<file path="config.mk">
export PLATFORM = sky130hd
export DESIGN_NAME = lif_neuron_array
export DESIGN_NICKNAME = d
export VERILOG_FILES = /design/src/rtl/lif_neuron_array.sv
export SDC_FILE = /design/constraint.sdc
export NUM_CORES = 1
export LEC_CHECK = 0
export ABC_AREA = 1
export BUFFER_PORTS_ARGS = -buffer_cell sky130_fd_sc_hd__buf_4
export CORE_UTILIZATION = 46
export CTS_BUF_LIST = sky130_fd_sc_hd__clkbuf_16
export CTS_CLUSTER_SIZE = 20
export DETAILED_ROUTE_END_ITERATION = 12
export GPL_ROUTABILITY_DRIVEN = 0
export PLACE_DENSITY_LB_ADDON = 0.12
export SYNTH_ARGS = -nofsm -noshare
export SYNTH_HDL_FRONTEND = slang
export SYNTH_SLANG_ARGS = --single-unit
</file>
<file path="constraint.sdc">
create_clock -name clk -period 2.69 [get_ports clk]
set_input_delay 0.807 -clock clk [delete_from_list [all_inputs] [get_ports clk]]
set_output_delay 0.807 -clock clk [all_outputs]
set_load 0.01 [all_outputs]
</file>
<file path="src/rtl/lif_neuron_array.sv">
// lif_neuron_array: NCH-channel leaky integrate-and-fire membranes with a one-channel-per-cycle tick sweep.
// Build option LIF_NEG_FLOOR_EN: clamp every membrane update at zero instead of allowing negative potentials.
`default_nettype none

module lif_neuron_array #(
    parameter int NCH     = 4,
    parameter int CH_W    = 2,
    parameter int W       = 8,
    parameter int LEAK_S1 = 1,
    parameter int LEAK_S2 = 2,
    parameter int THRESH  = 64,
    parameter int REFRAC  = 2,
    parameter int RF_W    = 2
) (
    input  logic                clk,
    input  logic                rst,
    input  logic                in_valid,
    output logic                in_ready,
    input  logic [CH_W-1:0]     in_ch,
    input  logic [W-1:0]        in_w,
    input  logic                tick,
    output logic                busy,
    output logic                done,
    output logic [NCH-1:0]      spk_vec,
    output logic                overrun,
    input  logic [CH_W-1:0]     rd_ch,
    output logic [W-1:0]        rd_v
);

    typedef enum logic [0:0] {
        S_IDLE  = 1'b0,
        S_SWEEP = 1'b1
    } state_t;

    localparam logic signed [W-1:0] C_THRESH = W'(THRESH);
    localparam logic [RF_W-1:0]     C_REFRAC = RF_W'(REFRAC);
    localparam logic [CH_W-1:0]     C_LAST   = CH_W'(NCH - 1);

    state_t                 state_q, state_d;
    logic [CH_W-1:0]        idx_q, idx_d;
    logic signed [W-1:0]    v_q    [NCH];
    logic signed [W-1:0]    v_d    [NCH];
    logic [RF_W-1:0]        refr_q [NCH];
    logic [RF_W-1:0]        refr_d [NCH];
    logic [NCH-1:0]         spk_sh_q, spk_sh_d;
    logic [NCH-1:0]         spk_vec_q, spk_vec_d;
    logic                   done_q, done_d;
    logic                   overrun_q, overrun_d;

    function automatic logic signed [W-1:0] floor_neg(input logic signed [W-1:0] x);
`ifdef LIF_NEG_FLOOR_EN
        return x[W-1] ? '0 : x;
`else
        return x;
`endif
    endfunction

    // Sum carried in W+1 bits; disagreement of the top two bits means overflow.
    function automatic logic signed [W-1:0] sat_add(input logic signed [W-1:0] a,
                                                    input logic signed [W-1:0] b);
        logic signed [W:0]   s;
        logic signed [W-1:0] r;
        s = {a[W-1], a} + {b[W-1], b};
        if (s[W] != s[W-1]) begin
            r = s[W] ? {1'b1, {(W-1){1'b0}}} : {1'b0, {(W-1){1'b1}}};
        end else begin
            r = s[W-1:0];
        end
        return floor_neg(r);
    endfunction

    function automatic logic signed [W-1:0] leak(input logic signed [W-1:0] v);
        logic signed [W-1:0] l;
        l = (v >>> LEAK_S1) + (v >>> LEAK_S2);
        return floor_neg(l);
    endfunction

    always_comb begin
        state_d   = state_q;
        idx_d     = idx_q;
        v_d       = v_q;
        refr_d    = refr_q;
        spk_sh_d  = spk_sh_q;
        spk_vec_d = spk_vec_q;
        done_d    = 1'b0;
        overrun_d = overrun_q;
        case (state_q)
            S_IDLE: begin
                // Out-of-range channels match no entry, so their events are simply dropped.
                if (in_valid) begin
                    for (int i = 0; i < NCH; i++) begin
                        if (in_ch == CH_W'(i) && refr_q[i] == '0) begin
                            v_d[i] = sat_add(v_q[i], in_w);
                        end
                    end
                end
                if (tick) begin
                    state_d = S_SWEEP;
                    idx_d   = '0;
                end
            end
            S_SWEEP: begin
                if (tick) begin
                    overrun_d = 1'b1;
                end
                for (int i = 0; i < NCH; i++) begin
                    if (idx_q == CH_W'(i)) begin
                        if (refr_q[i] != '0) begin
                            refr_d[i]   = refr_q[i] - RF_W'(1);
                            v_d[i]      = '0;
                            spk_sh_d[i] = 1'b0;
                        end else if (v_q[i] >= C_THRESH) begin
                            refr_d[i]   = C_REFRAC;
                            v_d[i]      = '0;
                            spk_sh_d[i] = 1'b1;
                        end else begin
                            v_d[i]      = leak(v_q[i]);
                            spk_sh_d[i] = 1'b0;
                        end
                    end
                end
                if (idx_q == C_LAST) begin
                    state_d   = S_IDLE;
                    done_d    = 1'b1;
                    spk_vec_d = spk_sh_d;
                end else begin
                    idx_d = idx_q + CH_W'(1);
                end
            end
            default: state_d = S_IDLE;
        endcase
    end

    always_ff @(posedge clk) begin
        if (rst) begin
            state_q   <= S_IDLE;
            idx_q     <= '0;
            spk_sh_q  <= '0;
            spk_vec_q <= '0;
            done_q    <= 1'b0;
            overrun_q <= 1'b0;
            for (int i = 0; i < NCH; i++) begin
                v_q[i]    <= '0;
                refr_q[i] <= '0;
            end
        end else begin
            state_q   <= state_d;
            idx_q     <= idx_d;
            spk_sh_q  <= spk_sh_d;
            spk_vec_q <= spk_vec_d;
            done_q    <= done_d;
            overrun_q <= overrun_d;
            for (int i = 0; i < NCH; i++) begin
                v_q[i]    <= v_d[i];
                refr_q[i] <= refr_d[i];
            end
        end
    end

    always_comb begin
        rd_v = '0;
        for (int i = 0; i < NCH; i++) begin
            if (rd_ch == CH_W'(i)) begin
                rd_v = v_q[i];
            end
        end
    end

    assign in_ready = (state_q == S_IDLE);
    assign busy     = (state_q == S_SWEEP);
    assign done     = done_q;
    assign spk_vec  = spk_vec_q;
    assign overrun  = overrun_q;

endmodule

`default_nettype wire

</file>
-- Word-level counts from Yosys, hierarchy flattened
Index checks and enable logic that the tools add are counted.
- register bits after elaboration: 53
- input bits: 16
- output and inout bits: 16
- word-level logic and storage cells: 144
- $add $sub $neg: 13
- magnitude comparators: 4
- equality and inequality tests: 24
- muxes and demuxes: 57
- bitwise operators: 1
- reductions and logical operators: 31
- operator list (kind ; number):
    8-bit two-way mux ; 28
    32-bit case mux with 2 select lines ; 1
    8-bit by 8-bit adder with 9-bit output ; 4
    7-bit by 6-bit adder with 8-bit output ; 4
    8-bit >= comparator, second input constant ; 4
    32-bit two-way mux ; 1
    3-bit AND reduction ; 8
    2-bit two-way mux ; 10
    2-bit by 1-bit inequality test with 1-bit output, second input constant ; 9
    2-bit nonzero test ; 8
    1-bit two-way mux ; 15
    2-bit zero test ; 7
    2-bit equality test, second input constant ; 6
    2-bit by 1-bit subtractor with 2-bit output, second input constant ; 4
    2-bit by 1-bit equality test with 1-bit output, second input constant ; 3
    2-bit AND reduction ; 3
    1-bit logical AND ; 4
    1-bit inequality test ; 4
    2-bit inequality test, second input constant ; 2
    2-bit case mux with 2 select lines ; 1
    2-bit by 1-bit adder with 2-bit output, second input constant ; 1
    1-bit case mux with 2 select lines ; 1
    2-bit OR reduction ; 1
    1-bit inverter ; 1

-- Depth between registers and ports, before layout
Gate-level depths: netlist of run 1.
- depth after elaboration: 6
- mapped depth: 17

-- Least setup slack after synthesis of run 1
No wires, ideal clock.
- kind: input-to-reg
- start: input port in_w[2]
- end: register v_q[1] (netlist name)
- data arrival time: 2.806 ns
- data required time: 2.620 ns
- slack: -0.186 ns
- stages: 15
- path buffers: 0
- cells stage by stage: ha_1 > nand3_1 > nand3_1 > a21oi_1 > or2_2 > nand2_1 > a21oi_1 > inv_1 > nand2_1 > nand2_1 > ha_1 > or2_2 > nand2_1 > nand2_1 > a21oi_1
- cells in the longest elaborated chain, start to end: 6
- ends and longest elaborated chain (item ; line ; text):
    start: declaration ; 20 ; input logic [W-1:0] in_w,
    8-bit by 8-bit adder with 9-bit output * ; 63 ; s = {a[W-1], a} + {b[W-1], b};
    8-bit two-way mux / 1-bit inequality test (equally long branches) ; 65, 64 ;
    8-bit two-way mux * ; 64 ; if (s[W] != s[W-1]) begin
    8-bit two-way mux * ; 92 ; if (in_ch == CH_W'(i) && refr_q[i] == '0) begin
    32-bit two-way mux * ; 90 ; if (in_valid) begin
    32-bit case mux with 2 select lines * ; 87 ; case (state_q)
    end signal: indexed assignment ; 154 ; v_q[i] <= v_d[i];
    end: declaration ; 41 ; logic signed [W-1:0] v_q [NCH];
Mark *: on every way between the ends. The rest lies on a longest branch, timed or not. The select of a mux whose other input is x is not followed.
A chain may end at the register's enable or synchronous reset.

-- Worst setup path after layout of run 1
- start: input port in_w[4]
- end: register v_q[17] (netlist name)
The elaborated chain is that of the path after synthesis.

==> results.sh, run 1 <==
export IMPL_run_status="finished clean"
export IMPL_postSynth_topFlopCell="dfxtp_1"
export IMPL_yosysUniqueCellTypes=36
export IMPL_die_height_um=109
export IMPL_dr_pass1_iters=5
export IMPL_finalCritPeriodShare_pct=99.2
export IMPL_ios=32
export IMPL_ys_ff_latch=52
export IMPL_total_via_count_in_the_routed_design=5565
export IMPL_cp_common_cell="nand2_1"
export IMPL_worst_rel_slew_slack_pct=67.2
export IMPL_design_die_area_um2=11800
export IMPL_worst_setup_path_type="in -> reg"
export IMPL_synth_xor_area_share_pct=1.85
export IMPL_grt_first_pass_wirelength_mm=25.0
export IMPL_max_slew_worst_pin_slew_ps=491
export IMPL_io_buffers=31
export IMPL_grt_start_max_net_pins=41
export IMPL_max_freq_ghz=0.375
export IMPL_route_detailed_drc=0
export IMPL_critical_path_cell_chain="buf_4, ha_4, a21o_1, a21oi_4, nor2_2, o21ai_1, nand2_1, xor2_2, ha_4, or2_2, nand2_1, nand2_1, a21oi_1"
export IMPL_floorplan_rows=38
export IMPL_setup_viol=0
export IMPL_cts_buffer_depth=2
export IMPL_cts_max_level=2
export IMPL_clockRootBuffer="clkbuf_16"
export IMPL_slew_violations=0
export IMPL_grt_util_all_layers_pct=27.3
export IMPL_synth_compound_area_share_pct=19.4
export IMPL_timing_final_hold_violations=0
export IMPL_cp_end_kind="flip-flop"
export IMPL_post_dp_hpwl_mm=12.1
export IMPL_antenna_violations_before_repair=0
export IMPL_cts_reportedPaths_clkPinSlew_ps=70
export IMPL_startpoint_type="primary input"
export IMPL_fraction_of_layout_instances_using_a_drive_strength_above_1_pct=19.5
export IMPL_antennaDiodeCount=0
export IMPL_mappedNetlistNets=901
export IMPL_setup_tns_ps=0
export IMPL_clk_insertion_delay_late_ps=310
export IMPL_cts_made_buffers=5
export IMPL_tritoncts="done"
export IMPL_synth_enable_flop_cells=0
export IMPL_die_w_um=109
export IMPL_cp_data_arrival_time_ps=2910
export IMPL_ys_seq_area_share_pct=20.0
export IMPL_final_period_minus_worst_setup_slack_ps=2670
export IMPL_hold_class="reg -> reg"
export IMPL_critical_path_s_slowest_cell="ha_4"
export IMPL_power_density_cell_area_nw_per_um2=428
export IMPL_dp_slack_ps=-333
export IMPL_max_vdd_ir_drop_uv=306
export IMPL_critical_path_peak_fanout=7
export IMPL_async_flop_share_pct=0
export IMPL_grt_pass1_vias=5092
export IMPL_worst_clock_skew_ps=4.19
export IMPL_post_route_worst_setup_slack_ps=22.0
export IMPL_rsz0062_at_grt="true"
export IMPL_largest_family_of_logic_cells_by_synthesized_area="simple AND/OR/NAND/NOR gates"
export IMPL_post_synth_instance_area_um2=5220
export IMPL_yosysWarnings=0
export IMPL_syn_area_per_cell_um2=6.53
export IMPL_wl_per_cell_um=14.9
export IMPL_nNetsFinal=995
export IMPL_design_core_area_um2=10900
export IMPL_synth_simple_area_share_pct=27.6
export IMPL_vias_per_cell=5.38
export IMPL_drv_max_cap_violation_count=0
export IMPL_overflow=0
export IMPL_drt_first_iter_violations=376
export IMPL_synth_cells=799
export IMPL_finalWirelength_mm=15.4
export IMPL_power_leakage_nw=3.42
export IMPL_cts_sinks=52
export IMPL_number_of_nets_with_antenna_violations_after_routing=0
export IMPL_max_stage_delay_ps=280
export IMPL_cp_data_required_time_ps=2930
export IMPL_yosys_area_share_adder_pct=21.8
export IMPL_floorplan_initialDensity_pct=47.7
export IMPL_area_growth_pct=25.4
export IMPL_synth_mux_area_share_pct=0
-- worst paths after layout --
check,to,slack [ps],cells after the start,start
worst max-delay path,v_q[17]$_SDFFE_PP0P_,20,13,in_w[4]
worst min-delay path,spk_sh_q[1]$_SDFFE_PP0P_,460,2,spk_sh_q[1]$_SDFFE_PP0P_
worst max register to register,v_q[10]$_SDFFE_PP0P_,190,14,v_q[10]$_SDFFE_PP0P_
worst min register to register,spk_sh_q[1]$_SDFFE_PP0P_,460,2,spk_sh_q[1]$_SDFFE_PP0P_
-- power by group --
group | internal (mW) | switching, mW
clock network | 0.348 | 0.332
logic | 0.525 | 0.704
registers | 0.817 | 0.0762
total | 1.69 | 1.11
-- cells in the mapped netlist, drive strengths merged, types with 3 or more instances --
master  instances  share of area (%)
a21o            4               0.58
or2            11                1.3
a31oi           8               0.96
nand3          49                4.8
nand4          24                2.9
a31o            3               0.50
inv           114                8.3
xnor2           3               0.50
a21oi          88                8.9
buf             5               0.50
dfxtp          52                 20
fa              8                3.1
o211ai          7                1.0
nor2           47                3.4
ha             78                 19
xor2            8                1.3
clkbuf          7               0.70
o21ai          71                6.8
nand2         204                 15
-- placed cells by master, fill, tap and decap left out, drive strengths merged, types with 2 or more instances in the layout --
cell / n
nor2: 47
or2: 11
clkinvlp: 3
o211ai: 7
clkbuf: 5
inv: 113
xnor2: 3
xor2: 8
o21ai: 71
a21oi: 88
a31oi: 8
nand4: 24
buf: 99
and2: 2
a21o: 4
nand3: 49
a31o: 3
ha: 78
dfxtp: 52
fa: 8
nand2: 204
o21a: 2
-- cells by family (layout without fill, tap and decap cells) --
group | Yosys count | after routing
buffers and inverters | 126 | 221
and+or+nand+nor | 339 | 339
AOI/OAI and AO/OA | 185 | 185
DFF | 52 | 52
xor gates and xnor gates | 11 | 11
adders and majority gates | 86 | 86
-- critical path: cells and delay by family --
| family | cells | cell delay (ps) |
|---|---|---|
| buf+inv | 1 | 160 |
| xor+xnor | 1 | 210 |
| simple gates | 5 | 570 |
| fa+ha+maj | 2 | 530 |
| compound gates | 4 | 630 |
-- metrics by stage --
| stage | power, mW | instance area, µm² | std cells | hold slack [ps] | utilization (%) |
|---|---|---|---|---|---|
| CTS | 2.73 | 6330 | 1030 | 459 | 57.9 |
| global route | 3.01 | 6540 | 1034 | 491 | 59.8 |
| detailed placement | 2.04 | 6180 | 1022 | 446 | 56.5 |
| floorplan | 1.65 | 5330 | 799 | 425 | - |
| finish | 2.80 | 6540 | 1034 | 455 | 59.8 |
| global placement | 2.02 | 6180 | 1022 | 438 | 56.5 |
-- sequential cells by signal, summed over array words and instances, names as in the netlist --
name and cells:
refr_q 8, idx_q 2, spk_vec 4, overrun 1
spk_sh_q 3, v_q 32, done 1, busy 1
-- cell type report --
| cell class | count | area [µm²] |
|---|---|---|
| Fill cell | 1053 | 4390 |
| Multi-Input combinational cell | 621 | 3960 |
| Sequential cell | 52 | 1040 |
| Timing Repair Buffer | 99 | 776 |
| Inverter | 114 | 439 |
| Tap cell | 140 | 175 |
| Clock buffer | 5 | 125 |
| Clock inverter | 3 | 23.8 |
-- repair_timing --
item                       4_1_cts  5_1_grt
pin swaps                        2       26
hold buffers                     0        0
setup endpoints to repair        6       30
setup buffers                    0        4
gates resized for setup          1       44
-- layer usage --
| layer | up-vias | wire, µm | global-route usage (%) |
|---|---|---|---|
| met2 | 128 | 7030 | 44.8 |
| met4 | 0 | 448 | 10.1 |
| li1 | 2857 | - | - |
| met3 | 29 | 665 | 3.68 |
| met5 | - | 0 | 0 |
| met1 | 2551 | 7260 | 36.3 |
Note: power is estimated with default switching activity, not from simulation.
==> run 2, diff against run 1 <==
==> constraint.sdc (replaced) <==
create_clock -name clk -period 3.2 [get_ports clk]
set_input_delay 0.96 -clock clk [delete_from_list [all_inputs] [get_ports clk]]
set_output_delay 0.96 -clock clk [all_outputs]
set_load 0.01 [all_outputs]
==> run 2 against run 1 <==
Effect of this change: critical path depth grew 3; sequential power shrank 16%; utilization shrank 5.4 points; final area shrank 9.0%; sequential share of layout area grew 1.6 points; power shrank 22%; clock skew is essentially flat; die area is the same; non-clock buffer count shrank 38; hold slack lost 0.98 ps; global-route usage shrank 0.99 points.
==> results.sh, run 2 (synthesized netlist as in run 1, its figures left out) <==
export IMPL_power_density_cell_area_nw_per_um2=366
export IMPL_grt_first_pass_wirelength_mm=24.1
export IMPL_antennaDiodeCount=0
export IMPL_slew_violations=0
export IMPL_floorplan_rows=38
export IMPL_overflow=0
export IMPL_finalCritPeriodShare_pct=93.5
export IMPL_worst_clock_skew_ps=3.72
export IMPL_area_growth_pct=14.1
export IMPL_grt_start_max_net_pins=37
export IMPL_ios=32
export IMPL_grt_pass1_vias=5097
export IMPL_sequential_cell_area_um2=1040
export IMPL_die_w_um=109
export IMPL_hold_path_end="spk_sh_q[2]$_SDFFE_PP0P_"
export IMPL_die_height_um=109
export IMPL_tritoncts="done"
export IMPL_wl_per_cell_um=14.8
export IMPL_grt_util_all_layers_pct=26.3
export IMPL_nNetsFinal=957
export IMPL_hold_class="reg -> reg"
export IMPL_worst_setup_path_type="in -> reg"
export IMPL_floorplan_initialDensity_pct=47.7
export IMPL_cts_max_level=2
export IMPL_drt_first_iter_violations=369
export IMPL_largest_register_ff_count=32
export IMPL_final_fill_count=1080
export IMPL_cts_setup_buffers=0
export IMPL_cts_resized_gates=0
export IMPL_post_dp_hpwl_mm=11.6
export IMPL_cp_data_required_time_ps=3430
export IMPL_finalWirelength_mm=14.7
export IMPL_layout_cells_most_common="nand2_1"
export IMPL_number_of_nets_with_antenna_violations_after_routing=0
export IMPL_r2r_start="v_q[4]$_SDFFE_PP0P_"
export IMPL_critical_path_peak_fanout=6
export IMPL_critical_path_s_slowest_cell="ha_1"
export IMPL_multiInputGateArea_um2=3690
export IMPL_reg2regPathDepth=14
export IMPL_dr_pass1_iters=5
export IMPL_cp_common_cell="nand2_1"
export IMPL_min_delay_start="spk_sh_q[2]$_SDFFE_PP0P_"
export IMPL_design_core_area_um2=10900
export IMPL_post_dp_cell_area_um2=5800
export IMPL_run_status="finished clean"
export IMPL_power_leakage_nw=3.22
export IMPL_cts_reportedPaths_clkPinSlew_ps=70
export IMPL_cp_end_kind="flip-flop"
export IMPL_layout_common_cells="nand2_1, inv_1, a21oi_1"
export IMPL_vias_per_cell=5.40
export IMPL_max_stage_delay_ps=360
export IMPL_final_period_minus_worst_setup_slack_ps=2990
export IMPL_rsz0062_at_grt="false"
export IMPL_drv_max_cap_violation_count=0
export IMPL_cts_sinks=52
export IMPL_fraction_of_layout_instances_using_a_drive_strength_above_1_pct=10.6
export IMPL_max_vdd_ir_drop_uv=202
export IMPL_power_total_mw=2.18
export IMPL_worstReg2RegEnd="v_q[1]$_SDFFE_PP0P_"
export IMPL_design_die_area_um2=11800
export IMPL_timing_reg2reg_setup_slack_ps=540
export IMPL_startpoint_type="primary input"
export IMPL_ctsHoldBuffers=0
export IMPL_io_buffers=31
export IMPL_design_area_um2=5950
export IMPL_route_detailed_drc=0
export IMPL_cts_buffer_depth=2
export IMPL_worstHoldPathCells=2
export IMPL_cp_data_arrival_time_ps=3220
export IMPL_total_via_count_in_the_routed_design=5381
export IMPL_largest_register="v_q"
export IMPL_setup_viol=0
export IMPL_clk_insertion_delay_late_ps=300
export IMPL_cts_made_buffers=5
export IMPL_worst_rel_slew_slack_pct=61.4
export IMPL_clockRootBuffer="clkbuf_16"
export IMPL_antenna_violations_before_repair=0
export IMPL_critical_path_cell_chain="buf_4, ha_1, nand3_1, nand3_1, a21oi_1, or2_2, nand2_1, a21oi_2, inv_1, nand2_1, nand2_1, ha_1, or2_2, nand2_1, nand2_1, a21oi_1"
export IMPL_timing_final_hold_violations=0
export IMPL_max_freq_ghz=0.334
export IMPL_max_slew_worst_pin_slew_ps=578
## run 2: cell types whose count changed in the layout (fill, tap and decap cells not counted), moves of 6 or more
cell | previous run | this run
buf_4 | 95 | 60
a21oi_1 | 72 | 82
ha_4 | 10 | 0
nand3_1 | 41 | 48
a21oi_2 | 14 | 5
nand2_1 | 195 | 201
ha_1 | 68 | 78
## run 2: worst max-delay path, delay by kind of cell
family                   cells  cell delay, ps
AO/OA/AOI/OAI                3             480
buffers and inverters        2             210
AND/OR/NAND/NOR              9             900
adder cells (fa/ha/maj)      2             680
## run 2: cell type report
| cell class | count | share of cell area, % |
|---|---|---|
| multi-input cells | 621 | 62.0 |
| flip-flops and latches | 52 | 17.5 |
| repair buffers | 61 | 7.90 |
| inverters | 114 | 7.27 |
| well taps | 140 | 2.94 |
| clock buffers | 5 | 2.10 |
| clock inverters | 3 | 0.252 |
## run 2: worst max-delay path by stage
stage	from	end	slack, ps	depth (start not counted)
floorplan	in_w[2]	v_q[1]$_SDFFE_PP0P_	170	15
global placement	in_w[2]	v_q[1]$_SDFFE_PP0P_	-40	16
detailed placement	in_w[2]	v_q[1]$_SDFFE_PP0P_	-120	16
CTS	in_w[2]	v_q[1]$_SDFFE_PP0P_	180	16
global route	in_w[2]	v_q[17]$_SDFFE_PP0P_	4	14
finish	in_w[2]	v_q[1]$_SDFFE_PP0P_	210	16
## run 2: metal layers
metal / global-route usage (%) / vias to the layer above / routed length, µm
li1: - / 2773 / -
met1: 34.7 / 2461 / 6910
met2: 43.7 / 120 / 6710
met3: 3.38 / 27 / 692
met4: 9.56 / 0 / 409
met5: 0 / - / 0
## run 2: where the power goes
part / internal [mW] / total [mW] / switching (mW)
registers: 0.687 / 0.752 / 0.0657
logic: 0.347 / 0.881 / 0.534
clock network: 0.286 / 0.548 / 0.262
total: 1.32 / 2.18 / 0.861
## run 2: per-stage QoR
stage                     utilization [%]  setup TNS [ps]  setup slack [ps]  instances  hold slack [ps]
after global routing                 54.4               0              3.71        996              473
after detailed placement             53.0           -1150              -117        988              446
final                                54.4               0               209        996              454
after CTS                            54.3               0               177        996              459
after global placement               53.0            -157             -36.7        988              437
after floorplan                         -               0               171        799              425
==> run 3, diff against run 2 <==
--- a/config.mk
+++ b/config.mk
@@ -7,7 +7,7 @@
 export LEC_CHECK = 0
 export ABC_AREA = 1
 export BUFFER_PORTS_ARGS = -buffer_cell sky130_fd_sc_hd__buf_4
-export CORE_UTILIZATION = 46
+export CORE_UTILIZATION = 35
 export CTS_BUF_LIST = sky130_fd_sc_hd__clkbuf_16
 export CTS_CLUSTER_SIZE = 20
 export DETAILED_ROUTE_END_ITERATION = 12
==> run 3 against run 2 <==
Effect of this change: via count decreased by 2.2%; sequential power about the same; clock skew increased by 3.7 ps; first-iteration DRC count decreased by 29%; sequential cell count unchanged; clock power increased by 16%; die area increased by 31%; register-to-register slack improved by 30 ps; sequential share of layout area decreased by 0.25 points; critical path depth unchanged; hold slack got worse by 3.1 ps; largest cell class unchanged.
==> results.sh, run 3 (synthesized netlist as in run 1, its figures left out) <==
export IMPL_rsz0062_at_grt="false"
export IMPL_worst_rel_slew_slack_pct=58.5
export IMPL_floorplan_rows=44
export IMPL_ctsHoldBuffers=0
export IMPL_max_freq_ghz=0.336
export IMPL_nNetsFinal=958
export IMPL_cts_reportedPaths_clkPinSlew_ps=70
export IMPL_startpoint_type="primary input"
export IMPL_layout_common_cells="nand2_1, inv_1, a21oi_1"
export IMPL_die_w_um=124
export IMPL_floorplan_initialDensity_pct=35.9
export IMPL_cts_buffer_depth=2
export IMPL_io_buffers=31
export IMPL_cp_data_arrival_time_ps=3170
export IMPL_dr_pass1_iters=5
export IMPL_number_of_nets_with_antenna_violations_after_routing=0
export IMPL_timing_reg2reg_setup_slack_ps=570
export IMPL_final_core_util_pct=41.6
export IMPL_final_period_minus_worst_setup_slack_ps=2980
export IMPL_design_core_area_um2=14500
export IMPL_power_density_cell_area_nw_per_um2=376
export IMPL_hold_path_end="spk_sh_q[2]$_SDFFE_PP0P_"
export IMPL_reg2regPathDepth=14
export IMPL_layout_cells_most_common="nand2_1"
export IMPL_vias_per_cell=5.06
export IMPL_cts_made_buffers=5
export IMPL_drt_first_iter_violations=263
export IMPL_timing_final_hold_violations=0
export IMPL_grt_util_all_layers_pct=21.3
export IMPL_critical_path_peak_fanout=7
export IMPL_total_via_count_in_the_routed_design=5264
export IMPL_run_status="finished clean"
export IMPL_cp_end_kind="flip-flop"
export IMPL_setup_viol=0
export IMPL_die_height_um=124
export IMPL_power_leakage_nw=3.24
export IMPL_slew_violations=0
export IMPL_tritoncts="done"
export IMPL_antenna_violations_before_repair=0
export IMPL_grt_first_pass_wirelength_mm=25.1
export IMPL_worst_setup_path_type="in -> reg"
export IMPL_hold_class="reg -> reg"
export IMPL_min_delay_start="spk_sh_q[2]$_SDFFE_PP0P_"
export IMPL_max_slew_worst_pin_slew_ps=621
export IMPL_area_growth_pct=15.8
export IMPL_worst_clock_skew_ps=7.47
export IMPL_route_detailed_drc=0
export IMPL_design_die_area_um2=15400
export IMPL_finalWirelength_mm=15.4
export IMPL_worstHoldPathCells=2
export IMPL_largest_register="v_q"
export IMPL_finalCritPeriodShare_pct=93.1
export IMPL_layoutNonFillerInstCount=1041
export IMPL_final_fill_count=1579
export IMPL_wl_per_cell_um=14.8
export IMPL_largest_register_ff_count=32
export IMPL_cp_data_required_time_ps=3390
export IMPL_clockRootBuffer="clkbuf_16"
export IMPL_cts_setup_buffers=0
export IMPL_post_dp_hpwl_mm=12.3
export IMPL_worstReg2RegEnd="v_q[3]$_SDFFE_PP0P_"
export IMPL_cts_sinks=52
export IMPL_r2r_start="v_q[4]$_SDFFE_PP0P_"
export IMPL_overflow=0
export IMPL_cts_max_level=2
export IMPL_antennaDiodeCount=0
export IMPL_fraction_of_layout_instances_using_a_drive_strength_above_1_pct=10.7
export IMPL_grt_pass1_vias=5032
export IMPL_clk_insertion_delay_late_ps=300
export IMPL_max_vdd_ir_drop_uv=172
export IMPL_grt_start_max_net_pins=37
export IMPL_ios=32
export IMPL_placedCellCount=1033
export IMPL_drv_max_cap_violation_count=0
## run 3: cell types whose count changed in the layout (fill, tap and decap cells not counted), sizes merged
cell / before / now
bufinv: 0 / 1
clkinvlp: 1 / 0
buf: 61 / 62
clkinv: 1 / 0
inv: 115 / 116
## run 3: layer usage
metal  GRT usage (%)  routed length, µm
met1            28.1               7510
met4            6.92                338
met2            35.4               7180
met5               0                  0
met3            2.93                419
## run 3: cell type report
class / count / area (µm²) / share of cell area (%)
multi-input cells: 621 / 3690 / 61.1
flip-flops and latches: 52 / 1040 / 17.2
repair buffers: 62 / 478 / 7.91
inverters: 114 / 433 / 7.17
well taps: 184 / 230 / 3.81
clock buffers: 5 / 125 / 2.07
clock inverters: 3 / 42.5 / 0.704
## run 3: worst max-delay path by stage
stage	start	to	slack, ps
6_report	in_w[2]	v_q[3]$_SDFFE_PP0P_	220
5_1_grt	in_w[2]	v_q[13]$_SDFFE_PP0P_	0.7
4_1_cts	in_w[2]	v_q[1]$_SDFFE_PP0P_	170
3_5_place_dp	in_w[2]	v_q[1]$_SDFFE_PP0P_	-150
3_3_place_gp	in_w[2]	v_q[10]$_SDFFE_PP0P_	-60
2_1_floorplan	in_w[2]	v_q[1]$_SDFFE_PP0P_	170
## run 3: power breakdown
group          switching (mW)  total (mW)  internal [mW]
Sequential             0.0657       0.752          0.687
Combinational           0.537       0.883          0.347
Clock                   0.263       0.634          0.370
## run 3: timing repair
action | CTS | global route
gates resized for setup | 0 | 3
endpoints found under the hold margin | 0 | 0
setup endpoints to repair | 0 | 6
## run 3: critical path, cell delays in order
cell	delay (ps)
buf_4	140
ha_1	330
nand3_1	90
nand3_1	110
a21oi_2	160
or2_2	130
nand2_1	60
a21oi_2	160
inv_1	70
nand2_1	60
nand2_1	50
ha_1	360
nand2_1	230
nand2_1	90
a21oi_1	130
nor2_1	50
## run 3: per-stage QoR
step	hold WS (ps)	area, µm²	power, mW	worst slack, ps	setup TNS, ps
final	451	6040	2.27	222	0
after global routing	484	6040	2.45	0.747	0
after detailed placement	441	5860	1.64	-149	-944
after floorplan	425	5220	1.36	171	0
after global placement	439	5860	1.63	-62.5	-226
after CTS	454	6030	2.29	172	0
